===== src/rtl/holo_cfg_pkg.sv =====
// holo_cfg_pkg: shared types and constants for the UART-to-SPI configuration
// controller.
//   - parse_state_t : UART frame parser states
//   - spi_state_t   : SPI write engine states
//   - SPI_WORD_W / ADDR_W / DATA_W : widths of the serialised write word
//   - FRAME_LEN     : bytes per frame, including the sync byte
//   - frame_csum()  : XOR checksum over the address and data bytes
// Optional feature macro: CFG_CHECKSUM_EN (adds the trailing checksum byte).
package holo_cfg_pkg;

  localparam int SPI_WORD_W = 24;
  localparam int ADDR_W     = 8;
  localparam int DATA_W     = 16;

`ifdef CFG_CHECKSUM_EN
  localparam int FRAME_LEN = 5;
`else
  localparam int FRAME_LEN = 4;
`endif

  // Encodings are ordered so that the last byte of a frame is received in
  // state number FRAME_LEN-1.
  typedef enum logic [2:0] {
    P_IDLE = 3'd0,
    P_ADDR = 3'd1,
    P_DHI  = 3'd2,
    P_DLO  = 3'd3
`ifdef CFG_CHECKSUM_EN
    ,
    P_CSUM = 3'd4
`endif
  } parse_state_t;

  typedef enum logic [1:0] {
    S_IDLE  = 2'd0,
    S_LEAD  = 2'd1,
    S_SHIFT = 2'd2,
    S_GAP   = 2'd3
  } spi_state_t;

  function automatic logic [7:0] frame_csum(input logic [7:0] addr,
                                            input logic [7:0] d_hi,
                                            input logic [7:0] d_lo);
    return addr ^ d_hi ^ d_lo;
  endfunction

endpackage


===== src/rtl/spi_cfg_shifter.sv =====
// spi_cfg_shifter: 3-wire SPI write engine (mode 0, MSB first) with its own
// CLK_DIV prescaler. One transfer: LEAD (SEN low, bit 23 on SDAT) for CLK_DIV
// cycles, 24 bits of SCK high/low CLK_DIV cycles each, then SEN high for a
// CLK_DIV-cycle GAP before returning to IDLE.
//
// Handshake: o_ready is high exactly while the engine is in S_IDLE. i_load is
// a one-cycle strobe that is honoured only when o_ready is high; i_word is
// captured on that edge, SEN falls on the same edge, and o_ready stays low
// until the gap has finished. i_load while o_ready is low is ignored.
//
// Ports:
//   i_clock, i_reset     clock, synchronous active-high reset
//   i_load, i_word       load strobe and 24-bit {addr, data} word
//   o_ready              engine idle, may be loaded this cycle
//   o_finish             last cycle of the gap (engine idle next cycle)
//   o_sen, o_sck, o_sdat SPI pins (registered)
//   o_state              current engine state (debug)
module spi_cfg_shifter
  import holo_cfg_pkg::*;
#(
  parameter int CLK_DIV = 4
) (
  input  logic                  i_clock,
  input  logic                  i_reset,
  input  logic                  i_load,
  input  logic [SPI_WORD_W-1:0] i_word,
  output logic                  o_ready,
  output logic                  o_finish,
  output logic                  o_sen,
  output logic                  o_sck,
  output logic                  o_sdat,
  output logic [1:0]            o_state
);

  localparam int               CNT_W    = (CLK_DIV > 1) ? $clog2(CLK_DIV) : 1;
  localparam logic [CNT_W-1:0] CNT_LAST = CNT_W'(CLK_DIV - 1);
  localparam logic [4:0]       TOP_BIT  = 5'(SPI_WORD_W - 1);

  spi_state_t            state;
  logic [CNT_W-1:0]      cnt;
  logic [SPI_WORD_W-1:0] shreg;
  logic [4:0]            bit_idx;
  logic                  phase_end;

  assign phase_end = (cnt == CNT_LAST);
  assign o_ready   = (state == S_IDLE);
  assign o_finish  = (state == S_GAP) && phase_end;
  assign o_state   = state;

  always_ff @(posedge i_clock) begin
    if (i_reset) begin
      state   <= S_IDLE;
      cnt     <= '0;
      shreg   <= '0;
      bit_idx <= '0;
      o_sen   <= 1'b1;
      o_sck   <= 1'b0;
      o_sdat  <= 1'b0;
    end else begin
      case (state)
        S_IDLE: begin
          if (i_load) begin
            state   <= S_LEAD;
            cnt     <= '0;
            shreg   <= i_word;
            bit_idx <= TOP_BIT;
            o_sen   <= 1'b0;
            o_sdat  <= i_word[SPI_WORD_W-1];
          end
        end
        S_LEAD: begin
          if (phase_end) begin
            cnt   <= '0;
            state <= S_SHIFT;
            o_sck <= 1'b1;
          end else begin
            cnt <= cnt + 1'b1;
          end
        end
        S_SHIFT: begin
          if (!phase_end) begin
            cnt <= cnt + 1'b1;
          end else begin
            cnt <= '0;
            if (o_sck) begin
              // Falling edge: present the next bit; bit 0 is held through
              // its low half.
              o_sck <= 1'b0;
              if (bit_idx != 5'd0) begin
                o_sdat <= shreg[bit_idx - 5'd1];
              end
            end else if (bit_idx == 5'd0) begin
              state  <= S_GAP;
              o_sen  <= 1'b1;
              o_sdat <= 1'b0;
            end else begin
              bit_idx <= bit_idx - 5'd1;
              o_sck   <= 1'b1;
            end
          end
        end
        S_GAP: begin
          if (phase_end) begin
            cnt   <= '0;
            state <= S_IDLE;
          end else begin
            cnt <= cnt + 1'b1;
          end
        end
        default: state <= S_IDLE;
      endcase
    end
  end

endmodule


===== src/rtl/uart_spi_cfg_ctrl.sv =====
// uart_spi_cfg_ctrl: parses framed register writes from the PC UART byte
// stream (SYNC, ADDR, DATA_HI, DATA_LO [, CSUM]) and hands each one to the
// SPI engine as a 24-bit {addr, data} write. A one-entry pending buffer
// holds a frame that arrives while the engine is busy; a frame arriving
// while the buffer is full is dropped and flagged in o_overflow.
// Optional feature macro: CFG_CHECKSUM_EN (5-byte frames, XOR checksum).
//
// Ports:
//   i_clock, i_reset     sys_clk, synchronous active-high reset
//   i_rx_dv, i_rx_byte   UART RX byte strobe and byte
//   i_clear_flags        clears o_overflow (a coincident overflow wins)
//   o_sen, o_sck, o_sdat SPI configuration port
//   o_busy               engine active or pending buffer occupied (registered)
//   o_frame_ok           pulse: frame accepted (loaded or buffered)
//   o_frame_err          pulse: checksum mismatch or inter-byte timeout
//   o_overflow           sticky: a frame was dropped, buffer was full
//   o_parser_state       parser state (debug)
//   o_spi_state          SPI engine state (debug)
module uart_spi_cfg_ctrl
  import holo_cfg_pkg::*;
#(
  parameter int         CLK_DIV      = 4,
  parameter int         BYTE_TIMEOUT = 100000,
  parameter logic [7:0] SYNC_BYTE    = 8'hA5
) (
  input  logic       i_clock,
  input  logic       i_reset,
  input  logic       i_rx_dv,
  input  logic [7:0] i_rx_byte,
  input  logic       i_clear_flags,
  output logic       o_sen,
  output logic       o_sck,
  output logic       o_sdat,
  output logic       o_busy,
  output logic       o_frame_ok,
  output logic       o_frame_err,
  output logic       o_overflow,
  output logic [2:0] o_parser_state,
  output logic [1:0] o_spi_state
);

  localparam int                 TMO_W      = $clog2(BYTE_TIMEOUT + 1);
  localparam logic [TMO_W-1:0]   TMO_LAST   = TMO_W'(BYTE_TIMEOUT);
  localparam parse_state_t       LAST_STATE = parse_state_t'(3'(FRAME_LEN - 1));

  parse_state_t          p_state;
  logic [ADDR_W-1:0]     addr_q;
  logic [DATA_W/2-1:0]   dhi_q;
  logic [TMO_W-1:0]      tmo_cnt;
  logic                  buf_full;
  logic [SPI_WORD_W-1:0] buf_word;

  logic                  eng_ready;
  logic                  eng_finish;
  logic                  eng_load;
  logic [SPI_WORD_W-1:0] eng_word;

  logic                  frame_last;
  logic                  frame_good;
  logic                  frame_bad;
  logic [SPI_WORD_W-1:0] frame_word;
  logic                  timeout_hit;
  logic                  load_buf;
  logic                  load_new;
  logic                  store_new;
  logic                  drop_new;
  logic                  buf_full_next;
  logic                  eng_busy_next;

  assign frame_last = i_rx_dv && (p_state == LAST_STATE);

`ifdef CFG_CHECKSUM_EN
  logic [DATA_W/2-1:0] dlo_q;

  assign frame_good = frame_last && (i_rx_byte == frame_csum(addr_q, dhi_q, dlo_q));
  assign frame_bad  = frame_last && !frame_good;
  assign frame_word = {addr_q, dhi_q, dlo_q};
`else
  // Without a checksum the final byte is the data low byte, taken straight
  // from the UART so the engine can load in the same cycle.
  assign frame_good = frame_last;
  assign frame_bad  = 1'b0;
  assign frame_word = {addr_q, dhi_q, i_rx_byte};
`endif

  // A byte arriving in the expiry cycle keeps the frame alive.
  assign timeout_hit = (p_state != P_IDLE) && !i_rx_dv && (tmo_cnt == TMO_LAST);

  // Routing. The buffered frame always has priority for the engine; a new
  // frame completing in that cycle takes the slot being vacated.
  assign load_buf      = eng_ready && buf_full;
  assign load_new      = frame_good && eng_ready && !buf_full;
  assign store_new     = frame_good && !load_new && (!buf_full || load_buf);
  assign drop_new      = frame_good && buf_full && !load_buf;
  assign eng_load      = load_buf || load_new;
  assign eng_word      = load_buf ? buf_word : frame_word;
  assign buf_full_next = store_new || (buf_full && !load_buf);
  assign eng_busy_next = eng_load || (!eng_ready && !eng_finish);

  assign o_parser_state = p_state;

  always_ff @(posedge i_clock) begin
    if (i_reset) begin
      p_state     <= P_IDLE;
      addr_q      <= '0;
      dhi_q       <= '0;
`ifdef CFG_CHECKSUM_EN
      dlo_q       <= '0;
`endif
      tmo_cnt     <= '0;
      buf_full    <= 1'b0;
      buf_word    <= '0;
      o_busy      <= 1'b0;
      o_frame_ok  <= 1'b0;
      o_frame_err <= 1'b0;
      o_overflow  <= 1'b0;
    end else begin
      o_frame_ok  <= frame_good && !drop_new;
      o_frame_err <= frame_bad || timeout_hit;
      o_busy      <= eng_busy_next || buf_full_next;
      buf_full    <= buf_full_next;
      if (store_new) begin
        buf_word <= frame_word;
      end

      if (drop_new) begin
        o_overflow <= 1'b1;
      end else if (i_clear_flags) begin
        o_overflow <= 1'b0;
      end

      if (i_rx_dv || p_state == P_IDLE) begin
        tmo_cnt <= '0;
      end else if (tmo_cnt != TMO_LAST) begin
        tmo_cnt <= tmo_cnt + 1'b1;
      end

      if (timeout_hit) begin
        p_state <= P_IDLE;
      end else if (i_rx_dv) begin
        case (p_state)
          P_IDLE: begin
            if (i_rx_byte == SYNC_BYTE) begin
              p_state <= P_ADDR;
            end
          end
          P_ADDR: begin
            addr_q  <= i_rx_byte;
            p_state <= P_DHI;
          end
          P_DHI: begin
            dhi_q   <= i_rx_byte;
            p_state <= P_DLO;
          end
`ifdef CFG_CHECKSUM_EN
          P_DLO: begin
            dlo_q   <= i_rx_byte;
            p_state <= P_CSUM;
          end
          P_CSUM:  p_state <= P_IDLE;
`else
          P_DLO:   p_state <= P_IDLE;
`endif
          default: p_state <= P_IDLE;
        endcase
      end
    end
  end

  spi_cfg_shifter #(
    .CLK_DIV (CLK_DIV)
  ) u_shifter (
    .i_clock  (i_clock),
    .i_reset  (i_reset),
    .i_load   (eng_load),
    .i_word   (eng_word),
    .o_ready  (eng_ready),
    .o_finish (eng_finish),
    .o_sen    (o_sen),
    .o_sck    (o_sck),
    .o_sdat   (o_sdat),
    .o_state  (o_spi_state)
  );

endmodule


===== config.mk =====
export PLATFORM = sky130hd
export DESIGN_NAME = uart_spi_cfg_ctrl
export DESIGN_NICKNAME = d
export VERILOG_FILES = /design/src/rtl/holo_cfg_pkg.sv /design/src/rtl/spi_cfg_shifter.sv /design/src/rtl/uart_spi_cfg_ctrl.sv
export SDC_FILE = /design/constraint.sdc
export NUM_CORES = 1
export LEC_CHECK = 0
export CORE_ASPECT_RATIO = 0.9
export CORE_MARGIN = 3
export CORE_UTILIZATION = 60
export DETAILED_ROUTE_END_ITERATION = 8
export GPL_ROUTABILITY_DRIVEN = 0
export GPL_TIMING_DRIVEN = 0
export PLACE_DENSITY = 0.76
export SLEW_MARGIN = 20
export SYNTH_ARGS = -nofsm -noshare
export SYNTH_HDL_FRONTEND = slang
export SYNTH_HIERARCHICAL = 1
export SYNTH_SLANG_ARGS = --single-unit

===== constraint.sdc =====
create_clock -name i_clock -period 3.31 [get_ports i_clock]
set_input_delay 0.993 -clock i_clock [delete_from_list [all_inputs] [get_ports i_clock]]
set_output_delay 0.993 -clock i_clock [all_outputs]
set_load 0.01 [all_outputs]

; Yosys cells after proc, flatten, opt, wreduce, memory -nomap -nowiden
; Index checks and enable logic that the tools add are counted.
[word_totals]
register_bits = 101
input_bits = 12
out_inout_bits = 12
word_cells = 127
[op_classes]
add_sub_neg = 3
n_lt_le_gt_ge = 1
eq_ne = 20
n_mux = 38
n_bitwise = 1
reduce_logical = 47
[ops]
columns = cell, n
row1 = $mux W24, 1
row2 = $mux W5, 4
row3 = $add A17 B1 Y17 const B, 1
row4 = $eq A17 B17 Y1 const B, 1
row5 = $ne A17 B17 Y1 const B, 1
row6 = $mux W1, 16
row7 = $mux W2, 8
row8 = $reduce_and A5 Y1, 3
row9 = $logic_and A1 B1 Y1, 14
row10 = $ne A2 B1 Y1 const B, 6
row11 = $pmux W5 S2, 1
row12 = $pmux W3 S3, 1
row13 = $reduce_and A3 Y1, 3
row14 = $eq A8 B8 Y1 const B, 1
row15 = $pmux W2 S4, 1
row16 = $logic_not A1 Y1, 7
row17 = $eq A2 B2 Y1 const B, 3
row18 = $eq A3 B2 Y1 const B, 2
row19 = $logic_or A1 B1 Y1, 6
row20 = $lt A5 B6 Y1 const B, 1
row21 = $pmux W1 S2, 3
row22 = $reduce_and A6 Y1, 1
row23 = $reduce_bool A2 Y1, 3
row24 = $bmux W1 S5, 1
row25 = 18 further kinds, 21

; Depth between registers and ports, before layout
; Gate-level depths: netlist of run 1.
[logic_depth]
ltp_word = 9
depth_mapped = 10
ltp_nobuf = 9

; By module
; The synthesis of run 1 kept the hierarchy.
[by_module_without_submodules]
columns = module, instances, cells_each, area_per_inst_um2, seq_area_each_um2
row1 = uart_spi_cfg_ctrl, 1, 344, 2886.5, 1281.2
row2 = spi_cfg_shifter, 1, 239, 1886.8, 720.7

; Least setup slack after synthesis of run 1
; OpenSTA, ideal clock, no wires.
[synth_timing]
kind = in2reg
start = in i_rx_dv
end = reg u_shifter.bit_idx[1]
setup_ns = 0.132
t_arrival_ns = 2.456
required_time_ns = 3.178
path_slack_ns = 0.723
stages = 10
path_buffers = 2
path_cell_list = clkbuf_1 a21oi_1 nor2b_1 nor2b_1 clkbuf_1 a211oi_2 and2_1 nand2_1 o21ai_0 a21oi_1
[synth_between]
elab_chain_cells = 6
[synth_rtl]
columns = item, line
row1 = "start, declared", uart_spi_cfg_ctrl.sv:28  ; input logic i_rx_dv,
row2 = $logic_and A1 B1 Y1, uart_spi_cfg_ctrl.sv:70  ; assign frame_last = i_rx_dv && (p_state == LAST_STATE);
row3 = $logic_and A1 B1 Y1 (2 in series), uart_spi_cfg_ctrl.sv:92  ; assign load_new = frame_good && eng_ready && !buf_full;
row4 = $logic_or A1 B1 Y1, uart_spi_cfg_ctrl.sv:95  ; assign eng_load = load_buf || load_new;
row5 = via eng_load, uart_spi_cfg_ctrl.sv:55  ; logic eng_load;
row6 = $ne A2 B1 Y1 (no source line), --
row7 = $reduce_and A5 Y1 (no source line), --
row8 = "end signal, assigned", spi_cfg_shifter.sv:97  ; bit_idx <= bit_idx - 5'd1;
row9 = "end, declared", spi_cfg_shifter.sv:42  ; logic [4:0] bit_idx;
; The timed path passes the listed nets, and every way through them passes these cells.
; A chain may end at the register's enable or synchronous reset.

; Worst setup path after layout of run 1
; Ends and elaborated chain as after synthesis.

==> flow_summary_export.csv, run 1 <==
group,metric,value,unit
cells_and_area,nets,640,
routing,firstDrtPassIters,5,
placed_design,numPortBuffers,21,
power_and_ir_drop,p_clk_frac,0.255,
setup_path,end_kind,"flop",
cts,clock-sinks,100,
power_and_ir_drop,p_leak,1.738,nW
min_path,hold_path.class,"reg -> reg",
sta,rsz0062_at_grt,"no",
synthesis,seq_area_frac_synth,0.4194,
grt,grt_pass1_vias,3780,
power_and_ir_drop,vdd_drop_max,0.0002500,V
cells_and_area,areaGrowthSynthToFinish,10.72,%
status,outcome,"complete, no violations",
grt,antenna_found_initial,0,
routing,drt_iter0_markers,272,
setup_path,r2r-start,"u_shifter/o_state[0]",
setup_path,crit_required,3550,ps
synthesis,synth_ff_type,"dfxtp_1",
routing,drt_wl_total,10.65,mm
setup_path,r2r_slack,800,ps
die,ios,24,
cts,clockBufferDepth,2,
setup_path,critPathMaxFanout,10,
sta,finalSetupTns,0,ps
cells_and_area,num-fill-cells,646,
cts,root_buffer,"clkbuf_8",
cts,post_cts_resized,0,
sta,hold_viol_final,0,
die,die_w,100.0,um
die,die_h,90.62,um
power_and_ir_drop,cellPowerDensity,541.0,nW/um2
power_and_ir_drop,power.internal,1.885,mW
synthesis,postSynthAreaPerCell,8.188,um2
setup_path,critPathKind,"in -> reg",
setup_path,critical_path_depth,10,
power_and_ir_drop,power_frac_comb,0.305,
placed_design,hpwl,7.855,mm
die,coreArea,7620,um2
sta,max_slew.worst_pin.slew,702.9,ps
power_and_ir_drop,p_switching,974.7,uW
setup_path,arrival,2930,ps
setup_path,critPathLaunchType,"input port",
synthesis,postSynthCellCount,583,
sta,period_minus_slack,2695,ps
setup_path,startpoint,"i_rx_dv",
die,initial_utilization,0.6264,
cts,cts_hold_buf,0,
grt,grt_max_degree,19,
cts,cts_buffers,9,
die,rows,30,
routing,drcViolationCount,0,
synthesis,ys_ff_latch,100,
power_and_ir_drop,pwr-share-seq,0.440,
cts,cts.htree.levels,3,
setup_path,slowest_stage,"a211oi_2",
synthesis,synth.yosys.warnings,6,
cts,cts_setup_buffers,0,
setup_path,ff2ff_path_depth,10,
setup_path,crit_family,"compound AO/OA/AOI/OAI gates",
synthesis,synth-edff-count,0,
grt,grt_pass1_wl,18.01,mm
sta,setup_viol,0,
setup_path,path_buf_inv,2,
sta,period_share,0.8143,
setup_path,crit_end,"u_shifter/bit_idx[1]",
cells_and_area,final_cell_mix,"134 x nand2_1, 100 x dfxtp_1, 81 x a21oi_1",
synthesis,syn_area,4773,um2
cts,clk_pin_slew,90,ps
power_and_ir_drop,switching_share,0.3409,
cells_and_area,fin_cells,716,
sta,final_max_slew_viol_count,0,
synthesis,synthArstFlopShare,0,
grt,track_usage,0.2438,
grt,grt_overflow,0,
cells_and_area,layout-drive-gt1-share,0.09516,
cells_and_area,antenna_cells,0,
sta,fmax,371.0,MHz
cells_and_area,final_common_cell,"nand2_1",
routing,antenna_violating_nets_post_route,0,
cts,clkLatencyLatePin,360,ps
routing,viasPerCell,5.680,
setup_path,slowest_delay,440,ps
routing,vias,4067,
sta,skew,9.739,ps
power_and_ir_drop,p_total,2.859,mW
setup_path,path_cells,"clkbuf_1 -> a21oi_1 -> nor2b_1 -> nor2b_1 -> clkbuf_1 -> a211oi_2 -> and2_1 -> nand2_1 -> o21ai_0 -> a21oi_1",
sta,slew_headroom,0.5298,
setup_path,reg2reg_to,"u_shifter/bit_idx[1]",
job,drv_cap,0,
cts,cts_tree,"built",
synthesis,syn-num-nets,608,
die,dieArea,9063,um2
routing,wire_per_inst,14.87,um
placed_design,dp.cells,700,
synthesis,synth_cell_types,55,
## cells in the mapped netlist (all sizes together) (4+ instances only)
master | count | area [um2]
nand3 | 30 | 150.1
xor2 | 4 | 35.03
clkbuf | 26 | 97.59
nor4 | 4 | 25.02
nor4bb | 5 | 50.05
a21oi | 81 | 405.4
nand2b | 4 | 25.02
mux2 | 26 | 296.5
dfxtp | 100 | 2002
nor2b | 5 | 31.28
o21ai | 20 | 100.1
mux2i | 11 | 110.1
xnor2 | 12 | 105.1
nor2 | 31 | 116.4
inv | 14 | 52.55
nand2 | 134 | 503.0
ha | 13 | 162.7
or3 | 7 | 51.29
buf | 10 | 63.80
nor3 | 5 | 30.03
## power by group through the flow
stage / Sequential (mW) / Clock [mW] / Combinational (mW)
floorplan: 1.29 / 0 / 0.664
global placement: 1.28 / 0 / 0.842
detailed placement: 1.28 / 0 / 0.861
CTS: 1.26 / 0.746 / 0.868
global route: 1.26 / 0.793 / 0.965
finish: 1.26 / 0.730 / 0.872
## routing by layer
layer	GRT usage	routed length, um	vias up
li1	-	-	2064
met1	0.3315	4984	1906
met5	0	0	-
met4	0.06622	140	0
met3	0.04402	353	13
met2	0.3983	5167	84
## flip-flops by register name, indices dropped and copies added (netlist names), 2 cells and up
| signal | count |
|---|---|
| addr_q | 8 |
| buf_word | 24 |
| dhi_q | 8 |
| o_parser_state | 2 |
| tmo_cnt | 17 |
| u_shifter/bit_idx | 5 |
| u_shifter/cnt | 2 |
| u_shifter/o_state | 2 |
| u_shifter/shreg | 24 |
## through the flow
| stage | cell area (um2) | hold WS (ps) | setup slack (ps) | util |
|---|---|---|---|---|
| floorplan | 4773 | 431.8 | 722.7 | - |
| global placement | 5104 | 440.1 | 292.1 | 0.6698 |
| detailed placement | 5104 | 445.6 | 288.8 | 0.6698 |
| CTS | 5285 | 459.8 | 659.8 | 0.6936 |
| global route | 5285 | 473.6 | 366.9 | 0.6936 |
| finish | 5285 | 459.3 | 614.8 | 0.6936 |
## worst reg2reg max path, cell delays in order, from the launching register on
cell and delay, ps:
dfxtp_1 360, inv_1 140, ha_1 470, nor2b_1 260, nor2b_1 70, clkbuf_1 180, a211oi_2 440, and2_1 250
nand2_1 60, o21ai_0 90, a21oi_1 80
## worst min path at each step
| stage | to | from | cells after the start | slack (ps) |
|---|---|---|---|---|
| after CTS | u_shifter/shreg[23] | u_shifter/shreg[23] | 2 | 460 |
| final | u_shifter/shreg[3] | u_shifter/shreg[3] | 2 | 460 |
| after detailed placement | buf_word[4] | buf_word[4] | 2 | 450 |
| after global placement | buf_word[10] | buf_word[10] | 2 | 440 |
| after global routing | buf_word[4] | buf_word[4] | 2 | 470 |
| after floorplan | u_shifter/shreg[23] | u_shifter/shreg[23] | 2 | 430 |
## area by class of cell
type / instances / area [um2] / area share
repair buffers: 21 / 210.2 / 0.03977
plain buffers: 36 / 161.4 / 0.03054
clock buffers: 9 / 123.9 / 0.02344
well taps: 96 / 120.1 / 0.02273
clock inverters: 7 / 57.56 / 0.01089
multi-input cells: 433 / 2557 / 0.4839
inverters: 14 / 52.55 / 0.009943
flip-flops and latches: 100 / 2002 / 0.3788
## logic make-up after synthesis
group | share of synthesized area
buffers and inverters | 0.04482
XOR/XNOR | 0.02936
AO/OA/AOI/OAI | 0.1413
multiplexers | 0.08991
flip-flops | 0.4194
adder cells (fa/ha/maj) | 0.03408
other | 0.0007856
AND/OR/NAND/NOR | 0.2404
Note: power is estimated with default switching activity, not from simulation.
==> run 2, diff against run 1 <==
--- a/config.mk
+++ b/config.mk
@@ -7,11 +7,11 @@
 export LEC_CHECK = 0
 export CORE_ASPECT_RATIO = 0.9
 export CORE_MARGIN = 3
-export CORE_UTILIZATION = 60
+export CORE_UTILIZATION = 54
 export DETAILED_ROUTE_END_ITERATION = 8
 export GPL_ROUTABILITY_DRIVEN = 0
 export GPL_TIMING_DRIVEN = 0
-export PLACE_DENSITY = 0.76
+export PLACE_DENSITY = 0.72
 export SLEW_MARGIN = 20
 export SYNTH_ARGS = -nofsm -noshare
 export SYNTH_HDL_FRONTEND = slang
==> constraint.sdc (replaced) <==
create_clock -name i_clock -period 2.25 [get_ports i_clock]
set_input_delay 0.675 -clock i_clock [delete_from_list [all_inputs] [get_ports i_clock]]
set_output_delay 0.675 -clock i_clock [all_outputs]
set_load 0.01 [all_outputs]
==> flow_summary_export.csv, run 2 (synthesized netlist as in run 1, its figures left out) <==
group,metric,value,unit
die,dieArea,10010,um2
routing,drcViolationCount,0,
routing,drt_wl_total,10.77,mm
min_path,hold_path.class,"reg -> reg",
setup_path,critPathLaunchType,"input port",
sta,hold_viol_final,0,
cells_and_area,antenna_cells,0,
cells_and_area,areaGrowthSynthToFinish,14.47,%
grt,grt_pass1_wl,17.93,mm
setup_path,crit_family,"simple AND/OR/NAND/NOR gates",
sta,finalWorstSetupSlack,133.4,ps
power_and_ir_drop,cellPowerDensity,841.6,nW/um2
placed_design,pre_cts_ws,-357.1,ps
sta,fmax,472.5,MHz
sta,skew,12.17,ps
placed_design,hpwl,7.889,mm
cells_and_area,fin_cells,736,
cts,root_buffer,"clkbuf_8",
setup_path,path_buf_inv,1,
sta,max_slew.worst_pin.slew,528.6,ps
job,drv_cap,0,
setup_path,slowest_stage,"clkdlybuf4s50_1",
cts,clk_pin_slew,90,ps
setup_path,crit_required,2510,ps
cells_and_area,nets,641,
grt,grt_pass1_vias,3741,
grt,grt_overflow,0,
cts,cts_hold_buf,0,
cells_and_area,final_common_cell,"nand2_1",
routing,drt_iter0_markers,189,
cts,clock-sinks,100,
placed_design,numPortBuffers,21,
cts,cts_buffers,9,
cells_and_area,top_regs,"buf_word x24, u_shifter/shreg x24, tmo_cnt x17",
power_and_ir_drop,p_total,4.599,mW
sta,final_max_slew_viol_count,0,
cts,cts_tree,"built",
setup_path,slowest_delay,590,ps
grt,antenna_found_initial,0,
sta,setup_viol,0,
setup_path,end_kind,"flop",
setup_path,critPathMaxFanout,5,
routing,vias,4074,
placed_design,dp.cells,719,
die,die_w,105.1,um
power_and_ir_drop,vdd_drop_max,0.0004206,V
sta,finalSetupTns,0,ps
routing,antenna_violating_nets_post_route,0,
sta,slew_headroom,0.6449,
sta,rsz0062_at_grt,"no",
power_and_ir_drop,p_leak,1.819,nW
sta,period_share,0.9407,
die,die_h,95.20,um
status,outcome,"complete, no violations",
die,coreArea,8300,um2
die,initial_utilization,0.5751,
cells_and_area,final_cell_mix,"134 x nand2_1, 98 x dfxtp_1, 81 x a21oi_1",
die,ios,24,
cells_and_area,post-route-util,0.6583,
cts,cts.htree.levels,3,
routing,firstDrtPassIters,5,
grt,track_usage,0.2204,
sta,period_minus_slack,2117,ps
die,rows,31,
setup_path,arrival,2370,ps
grt,grt_max_degree,17,
routing,wire_per_inst,14.63,um
setup_path,path_cells,"clkdlybuf4s50_1 -> nor4bb_1 -> nand2_1 -> or3_1 -> a311oi_1",
setup_path,critPathKind,"in -> reg",
cts,clkLatencyLatePin,350,ps
cells_and_area,layout-drive-gt1-share,0.1240,
routing,viasPerCell,5.535,
cts,clockBufferDepth,2,
==> run 2: report_power, final <==
| part | total, mW | switching (mW) | leakage, nW | internal (mW) |
|---|---|---|---|---|
| logic | 1.46 | 0.801 | 0.893 | 0.659 |
| clock network | 1.29 | 0.600 | 0.120 | 0.692 |
| registers | 1.85 | 0.0309 | 0.806 | 1.82 |
==> run 2: metal layers <==
layer	up-vias	global-route usage	routed length (um)
met1	1923	0.2945	5019
met3	15	0.03791	451
met4	0	0.06667	193
li1	2062	-	-
met5	-	0	0
met2	74	0.3686	5101
==> run 2: layout make-up <==
class	instances	area, um2
clock inverters	5	82.58
well taps	115	143.9
clock buffers	11	151.4
fillers	746	2836
flip-flops and latches	100	2004
multi-input cells	433	2621
inverters	14	52.55
repair buffers	23	237.7
plain buffers	35	170.2
==> run 2: stage by stage <==
stage / hold WS, ps / area, um2
floorplan: 431.8 / 4775
global placement: 440.7 / 5129
detailed placement: 445.1 / 5129
CTS: 459.6 / 5405
global route: 474.7 / 5464
finish: 455.5 / 5464
==> run 2: path summary, 6_finish.rpt <==
kind | start | endpoint | slack (ps) | cells after the start
max | i_rx_byte[0] | o_parser_state[0] | 130 | 5
min | buf_word[14] | buf_word[14] | 460 | 2
max reg2reg | u_shifter/bit_idx[0] | u_shifter/o_sdat | 150 | 9
min reg2reg | buf_word[14] | buf_word[14] | 460 | 2
==> run 2: worst reg2reg max path, delay by kind of cell, from the launching register on <==
kind	cells	cell delay, ps
adder cells (fa/ha/maj)	1	170
flip-flops	1	330
AND/OR/NAND/NOR	1	260
XOR/XNOR	1	160
multiplexers	1	320
buffers and inverters	2	230
AO/OA/AOI/OAI	3	560
==> run 2: repair_timing <==
action | in CTS | in global routing
buffers inserted | 1 | 1
setup endpoints to repair | 38 | 57
gates resized for setup | 6 | 20
pin swaps | 1 | 3
==> run 3, diff against run 2 <==
--- a/config.mk
+++ b/config.mk
@@ -8,10 +8,12 @@
 export CORE_ASPECT_RATIO = 0.9
 export CORE_MARGIN = 3
 export CORE_UTILIZATION = 54
+export CTS_CLUSTER_SIZE = 16
 export DETAILED_ROUTE_END_ITERATION = 8
 export GPL_ROUTABILITY_DRIVEN = 0
 export GPL_TIMING_DRIVEN = 0
-export PLACE_DENSITY = 0.72
+export PLACE_DENSITY_LB_ADDON = 0.1
+export SETUP_SLACK_MARGIN = 0.3
 export SLEW_MARGIN = 20
 export SYNTH_ARGS = -nofsm -noshare
 export SYNTH_HDL_FRONTEND = slang
==> flow_summary_export.csv, run 3 (synthesized netlist as in run 1, its figures left out) <==
group,metric,value,unit
status,outcome,"complete, no violations",
die,ios,24,
cells_and_area,register_area,2019,um2
min_path,hold_depth,2,
routing,drcViolationCount,0,
cts,clock-sinks,100,
routing,vias,4214,
die,rows,31,
die,die_w,105.1,um
setup_path,crit_required,2550,ps
sta,max_slew.worst_pin.slew,573.2,ps
setup_path,end_kind,"flop",
die,die_h,95.20,um
sta,finalSetupTns,0,ps
min_path,hold_path.class,"reg -> reg",
cells_and_area,final_common_cell,"nand2_1",
sta,hold_viol_final,0,
die,initial_utilization,0.5751,
routing,drt_wl_total,11.58,mm
routing,drt_iter0_markers,202,
sta,period_share,0.8817,
setup_path,arrival,2290,ps
grt,busiest_layer,"met2",
cells_and_area,multiInputGateArea,2704,um2
cts,clockBufferDepth,2,
routing,wire_per_inst,15.38,um
cts,clk_pin_slew,100,ps
setup_path,critPathMaxFanout,5,
cts,cts.htree.levels,3,
die,dieArea,10010,um2
min_path,whs_endpoint,"buf_word[9]",
power_and_ir_drop,cellPowerDensity,848.5,nW/um2
setup_path,critPathLaunchType,"flop",
cts,cts_buffers,9,
job,drv_cap,0,
grt,antenna_found_initial,0,
cells_and_area,final_cell_mix,"133 x nand2_1, 92 x dfxtp_1, 80 x a21oi_1",
cells_and_area,layout-drive-gt1-share,0.1912,
grt,use_met3,0.05755,
setup_path,ff2ff_path_depth,8,
sta,rsz0062_at_grt,"yes",
setup_path,r2r-start,"u_shifter/bit_idx[0]",
sta,skew,11.77,ps
setup_path,startpoint,"u_shifter/bit_idx[0]",
cells_and_area,areaGrowthSynthToFinish,19.11,%
grt,track_usage,0.2398,
power_and_ir_drop,p_total,4.824,mW
cells_and_area,num-fill-cells,725,
power_and_ir_drop,p_leak,2.067,nW
placed_design,hpwl,8.016,mm
grt,grt_max_degree,16,
cts,cts_tree,"built",
sta,fmax,504.1,MHz
sta,period_minus_slack,1984,ps
routing,antenna_violating_nets_post_route,0,
cells_and_area,top_regs,"buf_word x24, u_shifter/shreg x24, tmo_cnt x17",
power_and_ir_drop,vdd_drop_max,0.0005140,V
setup_path,reg2reg_to,"u_shifter/o_sdat",
min_path,min_from,"buf_word[9]",
sta,setup_viol,0,
cts,root_buffer,"clkbuf_8",
grt,grt_overflow,0,
cells_and_area,antenna_cells,0,
cells_and_area,nets,659,
setup_path,r2r_slack,270,ps
grt,grt_pass1_wl,19.11,mm
routing,viasPerCell,5.596,
placed_design,numPortBuffers,21,
die,coreArea,8300,um2
sta,final_max_slew_viol_count,0,
routing,firstDrtPassIters,5,
cts,clkLatencyLatePin,380,ps
setup_path,critPathKind,"reg -> reg",
grt,grt_pass1_vias,3978,
sta,slew_headroom,0.6150,
grt,gr-usage-met1,0.3013,
grt,met2_usage,0.3878,
run 3: cell count changes in the layout (fill, tap and decap cells not counted), moves of 5 or more:
cell and change:
dfxtp_1 -6, clkbuf_1 -10, dlygate4sd2_1 +9, buf_4 +16
dlymetal6s2s_1 +8, o21ai_0 -5, clkdlybuf4s50_1 -17
run 3: power by group:
group / total [mW] / leakage (nW) / internal (mW) / switching (mW)
sequential: 1.85 / 0.810 / 1.82 / 0.0303
combinational: 1.97 / 1.18 / 0.981 / 0.989
clock: 1.00 / 0.0779 / 0.390 / 0.610
total: 4.82 / 2.07 / 3.19 / 1.63
run 3: layer usage:
layer	routed length, um	vias up
met4	351	0
met3	609	31
met5	0	-
li1	-	2100
met2	5458	119
met1	5159	1964
run 3: metrics by stage:
step                cell area, um2  instances    util  setup WS (ps)  hold WS, ps
finish                        5685        753  0.6850          266.1        457.7
global route                  5685        753  0.6850          161.2        470.3
CTS                           5568        747  0.6708          291.7        459.1
detailed placement            5191        719  0.6254         -277.7        445.8
global placement              5191        719  0.6254         -253.2        439.9
floorplan                     4837        583       -          267.5        431.8
run 3: how the worst max path moves through the flow:
stage	cells past startpoint	end	slack (ps)
floorplan	10	u_shifter/bit_idx[1]	270
global placement	5	tmo_cnt[13]	-250
detailed placement	5	tmo_cnt[3]	-280
CTS	4	buf_word[6]	290
global route	9	u_shifter/o_sdat	160
finish	8	u_shifter/o_sdat	270
run 3: final cells by class:
type	instances	area share
well taps	115	0.02531
clock buffers	10	0.02245
repair buffers	40	0.06800
multi-input cells	433	0.4756
clock inverters	5	0.005282
inverters	14	0.009243
flip-flops and latches	100	0.3552
plain buffers	36	0.03895
run 3: worst max-delay path, stage by stage (launching register included):
cell      delay, ps
dfxtp_2         340
buf_4           130
buf_4           120
nor3_1          490
xnor2_1         190
nand3_1         110
a311oi_2        240
o311ai_1        120
a31oi_1         150
run 3: timing repair:
item | CTS | global route
gates resized for setup | 44 | 42
setup endpoints to repair | 80 | 64
setup buffers | 13 | 6
pin swaps | 6 | 4
hold buffers | 0 | 0
